===== src/rtl/block_draw_sched_pkg.sv =====
// Shared definitions for the block-window draw scheduler.
// Holds the sprite geometry, the frame-start coordinates and the
// per-slot configuration record used by the top level and by the
// window matcher.
package block_draw_sched_pkg;

    localparam int BW         = 78;        // sprite width in pixels
    localparam int BH         = 53;        // sprite height in pixels
    localparam int SPRITE_PIX = BW * BH;   // pixels per sprite (4134)

    // Raster position at which shadow registers are committed.
    localparam int FRAME_H = 0;
    localparam int FRAME_V = 0;

    typedef struct packed {
        logic        en;
        logic        flash;
        logic [10:0] x;
        logic [9:0]  y;
        logic [1:0]  sprite;
        logic [7:0]  color;
    } slot_t;

endpackage


===== src/rtl/block_win_match.sv =====
// Window compare and sprite offset for one block slot.
// Ports:
//   slot     - active configuration record of this slot
//   phase    - flash phase (frame counter bit 4)
//   hcount   - current horizontal pixel position
//   vcount   - current vertical line position
//   eligible - slot covers (hcount, vcount) and is visible this frame
//   offset   - (vcount-y)*BW + (hcount-x); only meaningful when eligible
module block_win_match #(
    parameter int BW = 78,
    parameter int BH = 53
) (
    input  block_draw_sched_pkg::slot_t slot,
    input  logic                        phase,
    input  logic [10:0]                 hcount,
    input  logic [9:0]                  vcount,
    output logic                        eligible,
    output logic [12:0]                 offset
);
    import block_draw_sched_pkg::*;

    logic [11:0] h12, v12, x_lo, x_hi, y_lo, y_hi, dx, dy;

    // 12-bit compare so that x+BW near the right edge cannot wrap.
    always_comb begin
        h12  = {1'b0, hcount};
        v12  = {2'b0, vcount};
        x_lo = {1'b0, slot.x};
        x_hi = x_lo + 12'(BW);
        y_lo = {2'b0, slot.y};
        y_hi = y_lo + 12'(BH);
        dx   = h12 - x_lo;
        dy   = v12 - y_lo;

        eligible = slot.en && !(slot.flash && phase) &&
                   (h12 >= x_lo) && (h12 < x_hi) &&
                   (v12 >= y_lo) && (v12 < y_hi);
        offset   = 13'(dy) * 13'(BW) + 13'(dx);
    end

endmodule


===== src/rtl/block_draw_sched.sv =====
// Block-window draw scheduler: NSLOT on-screen windows share one sprite
// ROM. Configuration is written to shadow registers and committed to the
// active set at frame start; the lowest-index covering slot wins and its
// pixel is produced through a 3-stage pipeline around the ROM access.
// Ports:
//   vclk, rst          - pixel clock, async active-low reset
//   hcount, vcount     - raster position
//   cfg_*              - one-cycle shadow register write for slot cfg_slot
//   rom_sel, rom_addr  - shared ROM request (registered, stage 1)
//   rom_data           - ROM pixel code, one vclk after the request
//   pixel_out/hit      - composed pixel, 3 vclk after hcount/vcount
module block_draw_sched #(
    parameter int NSLOT = 4,
    parameter int BW    = 78,
    parameter int BH    = 53
) (
    input  logic        vclk,
    input  logic        rst,
    input  logic [10:0] hcount,
    input  logic [9:0]  vcount,
    input  logic        cfg_we,
    input  logic [1:0]  cfg_slot,
    input  logic        cfg_en,
    input  logic        cfg_flash,
    input  logic [10:0] cfg_x,
    input  logic [9:0]  cfg_y,
    input  logic [1:0]  cfg_sprite,
    input  logic [7:0]  cfg_color,
    output logic [1:0]  rom_sel,
    output logic [12:0] rom_addr,
    input  logic [1:0]  rom_data,
    output logic [7:0]  pixel_out,
    output logic        pixel_hit
);
    import block_draw_sched_pkg::*;

    slot_t       shadow_q [NSLOT];
    slot_t       shadow_d [NSLOT];
    slot_t       active_q [NSLOT];
    slot_t       active_d [NSLOT];
    logic [7:0]  frame_q, frame_d;

    logic              commit;
    logic [NSLOT-1:0]  elig;
    logic [12:0]       offs [NSLOT];

    logic        win_hit;
    logic [1:0]  win_sprite;
    logic [7:0]  win_color;
    logic [12:0] win_offset;

    logic        s1_hit_q, s1_hit_d;
    logic [7:0]  s1_color_q, s1_color_d;
    logic [1:0]  rom_sel_q, rom_sel_d;
    logic [12:0] rom_addr_q, rom_addr_d;
    logic        s2_hit_q, s2_hit_d;
    logic [7:0]  s2_color_q, s2_color_d;
    logic [7:0]  pix_q, pix_d;
    logic        pix_hit_q, pix_hit_d;

    assign commit = (hcount == 11'(FRAME_H)) && (vcount == 10'(FRAME_V));

    for (genvar g = 0; g < NSLOT; g++) begin : g_match
        block_win_match #(
            .BW (BW),
            .BH (BH)
        ) u_match (
            .slot     (active_q[g]),
            .phase    (frame_q[4]),
            .hcount   (hcount),
            .vcount   (vcount),
            .eligible (elig[g]),
            .offset   (offs[g])
        );
    end

    // Shadow write and commit. The commit copies shadow_q, so a write on
    // the commit edge lands in the shadow only and shows a frame later.
    always_comb begin
        shadow_d = shadow_q;
        active_d = active_q;
        frame_d  = frame_q;
        for (int i = 0; i < NSLOT; i++) begin
            if (cfg_we && (cfg_slot == 2'(i))) begin
                shadow_d[i] = '{en: cfg_en, flash: cfg_flash, x: cfg_x,
                                y: cfg_y, sprite: cfg_sprite,
                                color: cfg_color};
            end
        end
        if (commit) begin
            active_d = shadow_q;
            frame_d  = frame_q + 8'd1;
        end
    end

    // Fixed priority: scan downward so the lowest eligible index wins.
    always_comb begin
        win_hit    = 1'b0;
        win_sprite = 2'b00;
        win_color  = 8'h00;
        win_offset = 13'd0;
        for (int i = NSLOT - 1; i >= 0; i--) begin
            if (elig[i]) begin
                win_hit    = 1'b1;
                win_sprite = active_q[i].sprite;
                win_color  = active_q[i].color;
                win_offset = offs[i];
            end
        end
    end

    always_comb begin
        s1_hit_d   = win_hit;
        s1_color_d = win_color;
        rom_sel_d  = win_sprite;
        rom_addr_d = win_offset;
        s2_hit_d   = s1_hit_q;
        s2_color_d = s1_color_q;
        pix_d      = 8'h00;
        pix_hit_d  = 1'b0;
        if (s2_hit_q && (rom_data != 2'b00)) begin
            pix_hit_d = 1'b1;
            pix_d     = (rom_data == 2'b11) ? 8'hFF : s2_color_q;
        end
    end

    always_ff @(posedge vclk or negedge rst) begin
        if (!rst) begin
            for (int i = 0; i < NSLOT; i++) begin
                shadow_q[i] <= '0;
                active_q[i] <= '0;
            end
            frame_q    <= 8'd0;
            s1_hit_q   <= 1'b0;
            s1_color_q <= 8'h00;
            rom_sel_q  <= 2'b00;
            rom_addr_q <= 13'd0;
            s2_hit_q   <= 1'b0;
            s2_color_q <= 8'h00;
            pix_q      <= 8'h00;
            pix_hit_q  <= 1'b0;
        end else begin
            shadow_q   <= shadow_d;
            active_q   <= active_d;
            frame_q    <= frame_d;
            s1_hit_q   <= s1_hit_d;
            s1_color_q <= s1_color_d;
            rom_sel_q  <= rom_sel_d;
            rom_addr_q <= rom_addr_d;
            s2_hit_q   <= s2_hit_d;
            s2_color_q <= s2_color_d;
            pix_q      <= pix_d;
            pix_hit_q  <= pix_hit_d;
        end
    end

    assign rom_sel   = rom_sel_q;
    assign rom_addr  = rom_addr_q;
    assign pixel_out = pix_q;
    assign pixel_hit = pix_hit_q;

endmodule


===== config.mk =====
export PLATFORM = sky130hd
export DESIGN_NAME = block_draw_sched
export DESIGN_NICKNAME = d
export VERILOG_FILES = /design/src/rtl/block_draw_sched_pkg.sv /design/src/rtl/block_win_match.sv /design/src/rtl/block_draw_sched.sv
export SDC_FILE = /design/constraint.sdc
export NUM_CORES = 1
export LEC_CHECK = 0
export ABC_AREA = 1
export CORE_MARGIN = 4
export CORE_UTILIZATION = 25
export CTS_CLUSTER_DIAMETER = 40
export CTS_CLUSTER_SIZE = 24
export DETAILED_ROUTE_END_ITERATION = 8
export GPL_TIMING_DRIVEN = 1
export PLACE_DENSITY = 0.38
export SLEW_MARGIN = 40
export SYNTH_ARGS = -nofsm -noshare
export SYNTH_HDL_FRONTEND = slang
export SYNTH_SLANG_ARGS = --single-unit

===== constraint.sdc =====
create_clock -name vclk -period 13.5 [get_ports vclk]
set_input_delay 2.7 -clock vclk [delete_from_list [all_inputs] [get_ports vclk]]
set_output_delay 2.7 -clock vclk [all_outputs]
set_load 0.01 [all_outputs]

==> results.json, run 1 <==
{
  "synth_edf_count": 0,
  "tns_ns": 0,
  "worstPathMaxFanout": 9,
  "drive_gt1_frac": 0.07526,
  "synth.area.top_cells": "dfrtp_1 (32%), ha_1 (15%), nand2_1 (12%)",
  "p_leak_nw": 15.50,
  "synth_top_area_share": 0.3165,
  "setup_viol": 0,
  "cts.repair.resized": 0,
  "area_growth_pct": 19.81,
  "cpMostUsedCell": "inv_1",
  "path_class": "in -> reg",
  "vdd_ir_drop_max_uv": 78.04,
  "synth-xor-area-share": 0.06376,
  "critPathSlowestCell": "fa_1",
  "portBuffers": 84,
  "grt_pass1_wl_microns": 121500,
  "wl_microns": 79140,
  "fmax_mhz": 114.3,
  "maxCapViolations": 0,
  "synth_top_family_by_area": "adder cells",
  "die_area_sq_um": 103400,
  "core-area_sq_um": 97140,
  "clkTransAtPathRegs_ns": 0.05,
  "async_flop_share": 1.000,
  "io_pins": 85,
  "avgSynthCellArea_sq_um": 7.888,
  "relSlewSlack": 0.4340,
  "synth_fa_ha_area_frac": 0.2080,
  "syn_inst": 3117,
  "yosysTopAreaCell": "dfrtp_1",
  "cp_top_family": "adder cells",
  "reg2reg_from": "active_q[43]",
  "clk_path_buf_depth": 3,
  "overflow": 0,
  "drt_iter0_markers": 996,
  "die_w_microns": 321.6,
  "hp-class": "reg -> reg",
  "vias": 20020,
  "dieHeight_microns": 321.6,
  "worstHoldStart": "s1_hit_q",
  "outcome": "finished, final reports clean",
  "antenna_found_initial": 6,
  "final_hold_viol_count": 0,
  "critPathMaxStageDelay_ns": 0.55,
  "synth_simple_gate_area_frac": 0.2006,
  "dp_slack_ns": 4.111,
  "setup_ws_ns": 4.748,
  "viasPerCell": 4.391,
  "muxShareOfSynthArea": 0,
  "place_hpwl_microns": 59720,
  "grt_pass1_vias": 20010,
  "gp_congestion": 0.8491,
  "dp.cells": 4434,
  "first_pass_iters": 5,
  "synth.distinct_cells": 51,
  "drcViolationCount": 0,
  "post_cts_buffers": 0,
  "slew_viol_final": 0,
  "syn_area_sq_um": 24590,
  "worst_pin_slew_ns": 0.8463,
  "worstPathRequired_ns": 13.99,
  "synth_compound_area_frac": 0.1161,
  "ant_nets": 0,
  "layout.nets": 3655,
  "tritoncts": "done",
  "endpoint_kind": "flop",
  "fin_crit_sh": 0.6483,
  "synth_seq_area_share": 0.3165,
  "root_buffer": "clkbuf_16",
  "cp_num_buf_inv": 10,
  "grt.total_usage": 0.1543,
  "cp.arrival_ns": 9.25,
  "period_minus_slack_ns": 8.752,
  "yosysWarningCount": 0,
  "fin_cells": 4559,
  "cts_made_buffers": 68,
  "start_util": 0.2531,
  "grt_setup_unrepaired": "no",
  "avgRoutedWirePerCell_microns": 17.36,
  "cp-startpoint": "vcount[0]",
  "clkSinkCount": 311,
  "synth_fp_nets": 3543,
  "postCtsHoldBufs": 0,
  "grt_max_degree": 142,
  "rows": 114,
  "synthFlopType": "dfrtp_1",
  "yosys-top-cells-count": "nand2_1 (786), inv_1 (504), dfrtp_1 (311)",
  "postLayoutCoreUtil": 0.3033,
  "synth.most_common_cell": "nand2_1",
  "start_kind": "input pin",
  "insertion_delay_ns": 0.62,
  "htreeDepth": 3,
  "synth-seq-cells": 311,
  "power_density_nw_per_um2": 152.4,
  "skew_ns": 0.03452
}
[kinds of logic (layout without fill, tap and decap cells)]
kind of cell,count (synthesis),count (layout)
buffers and inverters,587,752
adder cells (fa/ha/maj),365,365
XOR/XNOR,179,179
other,0,1
AO/OA/AOI/OAI,533,533
AND/OR/NAND/NOR,1142,1142
flip-flops,311,311
[metal layers]
| layer | wire [microns] | part of all wire | vias up | global-route usage |
|---|---|---|---|---|
| met3 | 2210 | 0.028 | 101 | 0.02080 |
| met5 | 41 | 0.00052 | - | 0 |
| met4 | 1976 | 0.025 | 6 | 0.04347 |
| met1 | 39280 | 0.50 | 9394 | 0.2177 |
| li1 | - | - | 10260 | - |
| met2 | 35630 | 0.45 | 256 | 0.2471 |
[power by group]
part           total, W  internal, W  switching (W)
logic           0.00159     0.000624       0.000967
registers       0.00103     0.000998      0.0000336
clock network   0.00187      0.00127       0.000599
[state kept, by name, summed over array words and instances, names as in the netlist]
signal	flops
rom_addr	13
active_q	132
shadow_q	132
frame_q	5
s1_hit_q	1
s2_color_q	8
pixel_out	8
s2_hit_q	1
rom_sel	2
pixel_hit	1
s1_color_q	8
[metrics by stage]
stage | area [sq um] | total power (W) | hold WS (ns)
2_1_floorplan | 24590 | 0.002239 | 0.3312
3_3_place_gp | 26870 | 0.002659 | 0.3334
3_5_place_dp | 26860 | 0.002635 | 0.3355
4_1_cts | 29430 | 0.004555 | 0.3396
5_1_grt | 29460 | 0.004829 | 0.3448
6_report | 29460 | 0.004489 | 0.3405
[cell type report]
| class | instances | area [sq um] |
|---|---|---|
| inverter | 518 | 1952 |
| clock inverter | 45 | 735.7 |
| fill | 10400 | 67680 |
| tap | 1276 | 1597 |
| antenna | 1 | 2.502 |
| multi-input combinational | 2219 | 14490 |
| sequential | 311 | 7782 |
| clock buffer | 78 | 1829 |
| timing repair buffer | 111 | 1070 |
[placed cells by master, fill, tap and decap left out, drive strengths merged, types with 42 or more instances in the layout]
cell type      synthesis  routed
a21oi                172     172
fa                    73      73
nand3                152     152
nor2                 106     106
inv                  518     521
nand2                803     803
xor2                 137     137
clkdlybuf4s50          0      80
dfrtp                311     311
clkbuf                34      78
xnor2                 42      42
o21ai                290     290
ha                   292     292
[path summary, 6_finish.rpt]
kind | end | slack, ns | depth (start not counted)
setup / recovery | rom_addr[12] | 4.75 | 36
hold / removal | s2_hit_q | 0.34 | 0
setup reg to reg | rom_addr[12] | 7.39 | 34
min in group asynchronous | shadow_q[111] | 2.06 | 1
hold reg to reg | s2_hit_q | 0.34 | 0
max in group asynchronous | active_q[28] | 9.49 | 4
Note: power is estimated with default switching activity, not from simulation.
==> inputs of run 2 (changes only) <==
PLACE_DENSITY = 0.4   (was 0.38)
clock period = 7.7 ns   (was 13.5 ns; I/O delays follow)
==> run 2 against run 1 <==
Effect of this change: global-route usage decreased by 0.31 points; critical path depth increased by 1; routed wire length decreased by 2.4%; core utilization increased by 0.17 points; worst setup slack got worse by 4.0 ns; clock power increased by 51%; flip-flop and latch count unchanged; clock skew increased by 0.017 ns; sequential share of layout area decreased by 0.15 points; sequential power increased by 76%; register-to-register slack got worse by 5.6 ns; power increased by 67%; critical path type unchanged; largest cell class unchanged.
==> results.json, run 2 (synthesis results as in run 1) <==
{
  "htreeDepth": 3,
  "final_cell_mix": "nand2_1 (786), inv_1 (504), dfrtp_1 (311)",
  "power_density_nw_per_um2": 253.2,
  "slew_viol_final": 0,
  "die_w_microns": 321.6,
  "worstPathMaxFanout": 9,
  "grt_max_degree": 127,
  "drcViolationCount": 0,
  "ant_nets": 0,
  "wl_microns": 77210,
  "vdd_ir_drop_max_uv": 153.3,
  "worstHoldStart": "s1_color_q[7]",
  "avgRoutedWirePerCell_microns": 16.76,
  "cp-startpoint": "vcount[0]",
  "first_pass_iters": 5,
  "layout.nets": 3702,
  "grt.total_usage": 0.1511,
  "postCtsHoldBufs": 0,
  "postLayoutCoreUtil": 0.3050,
  "start_util": 0.2531,
  "regArea_sq_um": 7782,
  "cp.arrival_ns": 7.44,
  "worstPathRequired_ns": 8.17,
  "die_area_sq_um": 103400,
  "insertion_delay_ns": 0.61,
  "area_growth_pct": 20.49,
  "grt_pass1_wl_microns": 120100,
  "critPathSlowestCell": "fa_1",
  "drive_gt1_frac": 0.08591,
  "fillCellCount": 10460,
  "io_pins": 85,
  "grt_pass1_vias": 20320,
  "clkTransAtPathRegs_ns": 0.06,
  "endpoint_kind": "flop",
  "outcome": "finished, final reports clean",
  "multi_input_area_sq_um": 14490,
  "relSlewSlack": 0.4709,
  "hp-class": "reg -> reg",
  "gp_congestion": 0.8575,
  "final_common_cell": "nand2_1",
  "start_kind": "input pin",
  "cts.repair.resized": 0,
  "post_cts_buffers": 0,
  "path_depth": 37,
  "path_class": "in -> reg",
  "maxCapViolations": 0,
  "portBuffers": 84,
  "root_buffer": "clkbuf_16",
  "min_path_cells": 0,
  "rows": 114,
  "worst_pin_slew_ns": 0.7937,
  "clkSinkCount": 311,
  "dieHeight_microns": 321.6,
  "vias": 20040,
  "cpMostUsedCell": "inv_1",
  "period_minus_slack_ns": 6.967,
  "dp_slack_ns": 0.1348,
  "skew_ns": 0.05163,
  "cts_made_buffers": 67,
  "core-area_sq_um": 97140,
  "overflow": 0,
  "tritoncts": "done",
  "reg2reg_from": "active_q[14]",
  "final_hold_viol_count": 0,
  "setup_viol": 0,
  "clk_path_buf_depth": 3,
  "grt_setup_unrepaired": "no",
  "place_hpwl_microns": 59680,
  "cp_num_buf_inv": 11,
  "tns_ns": 0,
  "fmax_mhz": 143.5,
  "hold_slack_ns": 0.2947,
  "setup_ws_ns": 0.7328,
  "p_leak_nw": 15.66,
  "drt_iter0_markers": 991,
  "cp_top_family": "adder cells",
  "fin_crit_sh": 0.9048,
  "reg2reg_depth": 31,
  "viasPerCell": 4.350,
  "critPathMaxStageDelay_ns": 0.53,
  "antenna_found_initial": 0,
  "finalPower_w": 0.007501
}
run 2: cell types whose count changed in the layout (fill, tap and decap cells not counted), sizes merged, moves of 3 or more:
cell,previous run,this run
bufinv,15,3
clkinvlp,10,2
inv,521,524
clkinv,17,31
buf,31,77
run 2: path summary, 6_finish.rpt:
kind                                  to  slack (ns)
min                        s2_color_q[7]        0.29
max reg2reg                 rom_addr[12]        1.81
max in group asynchronous   shadow_q[27]        6.05
min in group asynchronous   pixel_out[4]        0.92
min reg2reg                s2_color_q[7]        0.29
max                         rom_addr[12]        0.73
run 2: power breakdown:
part | switching, W | internal [W]
Combinational | 0.00168 | 0.00118
Sequential | 0.0000578 | 0.00175
Clock | 0.00103 | 0.00179
Total | 0.00277 | 0.00473
run 2: layout make-up:
type / count / share of cell area
timing repair buffer: 159 / 0.05224
antenna: 2 / 0.0001689
clock inverter: 42 / 0.01584
clock buffer: 80 / 0.06027
inverter: 518 / 0.06580
sequential: 311 / 0.2627
tap: 1276 / 0.05389
multi-input combinational: 2219 / 0.4891
run 2: per-layer routing:
metal | routed length, microns | share of wire | up-vias | track usage
met5 | 0 | 0 | - | 0
met4 | 1918 | 0.025 | 0 | 0.04297
met3 | 2486 | 0.032 | 92 | 0.02099
met2 | 36500 | 0.47 | 275 | 0.2571
met1 | 36310 | 0.47 | 9330 | 0.2005
li1 | - | - | 10340 | -
run 2: worst reg2reg max path, delay by kind of cell, from the launching register on:
kind            cells  cell delay [ns]
compound gates      6             0.95
flops               1             0.37
simple gates       10             1.23
fa+ha+maj           6             2.28
buf+inv             7             0.55
xor+xnor            2             0.38
run 2: per-stage QoR:
step / std cells / area [sq um]
2_1_floorplan: 3117 / 24590
3_3_place_gp: 4481 / 27310
3_5_place_dp: 4483 / 27370
4_1_cts: 4605 / 29620
5_1_grt: 4605 / 29620
6_report: 4607 / 29630
==> inputs of run 3 (changes only) <==
SLEW_MARGIN = 5   (was 40)
==> run 3 against run 2 <==
Effect of this change: largest cell class unchanged; critical endpoint unchanged; global-route usage is essentially flat; first-iteration DRC count decreased by 3.0%; largest power group is now clock; sequential share of layout area shrank 0.17 points; worst hold slack improved by 0.012 ns; highest routed layer is now met5; critical path type unchanged; final cell count about the same.
==> results.json, run 3 (synthesis results as in run 1) <==
{
  "outcome": "finished, final reports clean",
  "grt_setup_unrepaired": "no",
  "htreeDepth": 3,
  "die_area_sq_um": 103400,
  "tritoncts": "done",
  "antenna_found_initial": 3,
  "design_area_sq_um": 29810,
  "grt.total_usage": 0.1514,
  "grt_pass1_wl_microns": 120600,
  "clkTransAtPathRegs_ns": 0.05,
  "fmax_mhz": 142.8,
  "root_buffer": "clkbuf_16",
  "place_hpwl_microns": 59570,
  "wl_microns": 77420,
  "first_pass_iters": 5,
  "maxCapViolations": 0,
  "cts.repair.resized": 0,
  "dieHeight_microns": 321.6,
  "drive_gt1_frac": 0.08493,
  "core-area_sq_um": 97140,
  "skew_ns": 0.05053,
  "drcViolationCount": 0,
  "final_cell_mix": "nand2_1 (786), inv_1 (504), dfrtp_1 (311)",
  "gp_congestion": 0.8575,
  "critPathSlowestCell": "fa_1",
  "ant_nets": 0,
  "final_hold_viol_count": 0,
  "finalPower_w": 0.007801,
  "setup_ws_ns": 0.6978,
  "period_minus_slack_ns": 7.002,
  "dp_slack_ns": 0.1273,
  "io_pins": 85,
  "die_w_microns": 321.6,
  "vias": 20070,
  "cpMostUsedCell": "inv_1",
  "hp-class": "reg -> reg",
  "worst_pin_slew_ns": 1.003,
  "post_cts_buffers": 0,
  "cts_made_buffers": 70,
  "start_util": 0.2531,
  "fin_crit_sh": 0.9094,
  "grt_pass1_vias": 20570,
  "power_density_nw_per_um2": 261.6,
  "drt_iter0_markers": 961,
  "area_growth_pct": 21.26,
  "grt_max_degree": 127,
  "postLayoutCoreUtil": 0.3069,
  "placed_cell_area_sq_um": 27310,
  "relSlewSlack": 0.3313,
  "vdd_ir_drop_max_uv": 130.4,
  "layout.nets": 3703,
  "worstPathMaxFanout": 9,
  "postCtsHoldBufs": 0,
  "final_common_cell": "nand2_1",
  "viasPerCell": 4.355,
  "path_class": "in -> reg",
  "worstPathRequired_ns": 8.16,
  "overflow": 0,
  "rows": 114,
  "start_kind": "input pin",
  "endpoint_kind": "flop",
  "slew_viol_final": 0,
  "avgRoutedWirePerCell_microns": 16.80,
  "insertion_delay_ns": 0.60,
  "clk_path_buf_depth": 3,
  "setup_viol": 0,
  "portBuffers": 84,
  "p_leak_nw": 15.73,
  "critPathMaxStageDelay_ns": 0.53,
  "clkSinkCount": 311,
  "cp.arrival_ns": 7.46,
  "tns_ns": 0
}
## run 3: changes by cell type in the layout (fill, tap and decap cells not counted), moves of 2 or more
| cell | change |
|---|---|
| buf_16 | -2 |
| bufinv_16 | +5 |
| clkbuf_1 | +5 |
| clkbuf_16 | +4 |
| clkbuf_8 | +9 |
| clkinv_16 | -2 |
| clkinv_2 | -14 |
| clkinv_4 | -5 |
| clkinv_8 | +2 |
| clkinvlp_4 | +3 |
## run 3: power breakdown
part	switching [W]	internal (W)	total [W]
clock	0.00100	0.00212	0.00312
combinational	0.00169	0.00118	0.00287
sequential	0.0000577	0.00175	0.00181
## run 3: critical path, delay by kind of cell
family,cells,cell delay [ns]
xor gates and xnor gates,2,0.36
and+or+nand+nor,12,1.09
adders and majority gates,7,2.48
AOI/OAI and AO/OA,5,0.78
buffers and inverters,11,1.16
## run 3: final timing paths
path                                      end  depth (start not counted)          start  slack (ns)
min in group asynchronous        pixel_out[4]                          1            rst        0.99
worst min register to register  s2_color_q[7]                          0  s1_color_q[7]        0.31
max in group asynchronous        active_q[32]                          2            rst        5.27
worst max-delay path             rom_addr[12]                         37      vcount[0]        0.70
worst max register to register   rom_addr[12]                         31   active_q[14]        1.83
worst min-delay path            s2_color_q[7]                          0  s1_color_q[7]        0.31
## run 3: per-layer routing
metal | part of all wire | track usage
met4 | 0.029 | 0.04707
met5 | 0.00017 | 0
met1 | 0.47 | 0.1987
met2 | 0.47 | 0.2564
met3 | 0.034 | 0.02356
## run 3: per-stage QoR
stage | cells | hold WS (ns)
finish | 4609 | 0.3068
global route | 4608 | 0.2963
CTS | 4608 | 0.2966
detailed placement | 4481 | 0.3356
global placement | 4481 | 0.3353
floorplan | 3117 | 0.3312
## run 3: final cells by class
type                            instances  area (sq um)
Clock inverter                         29         471.7
Multi-Input combinational cell       2219         14490
Antenna cell                            1         2.502
Tap cell                             1276          1597
Fill cell                           10490         67320
Clock buffer                           98          2028
Timing Repair Buffer                  157          1494
Inverter                              518          1949
Sequential cell                       311          7782
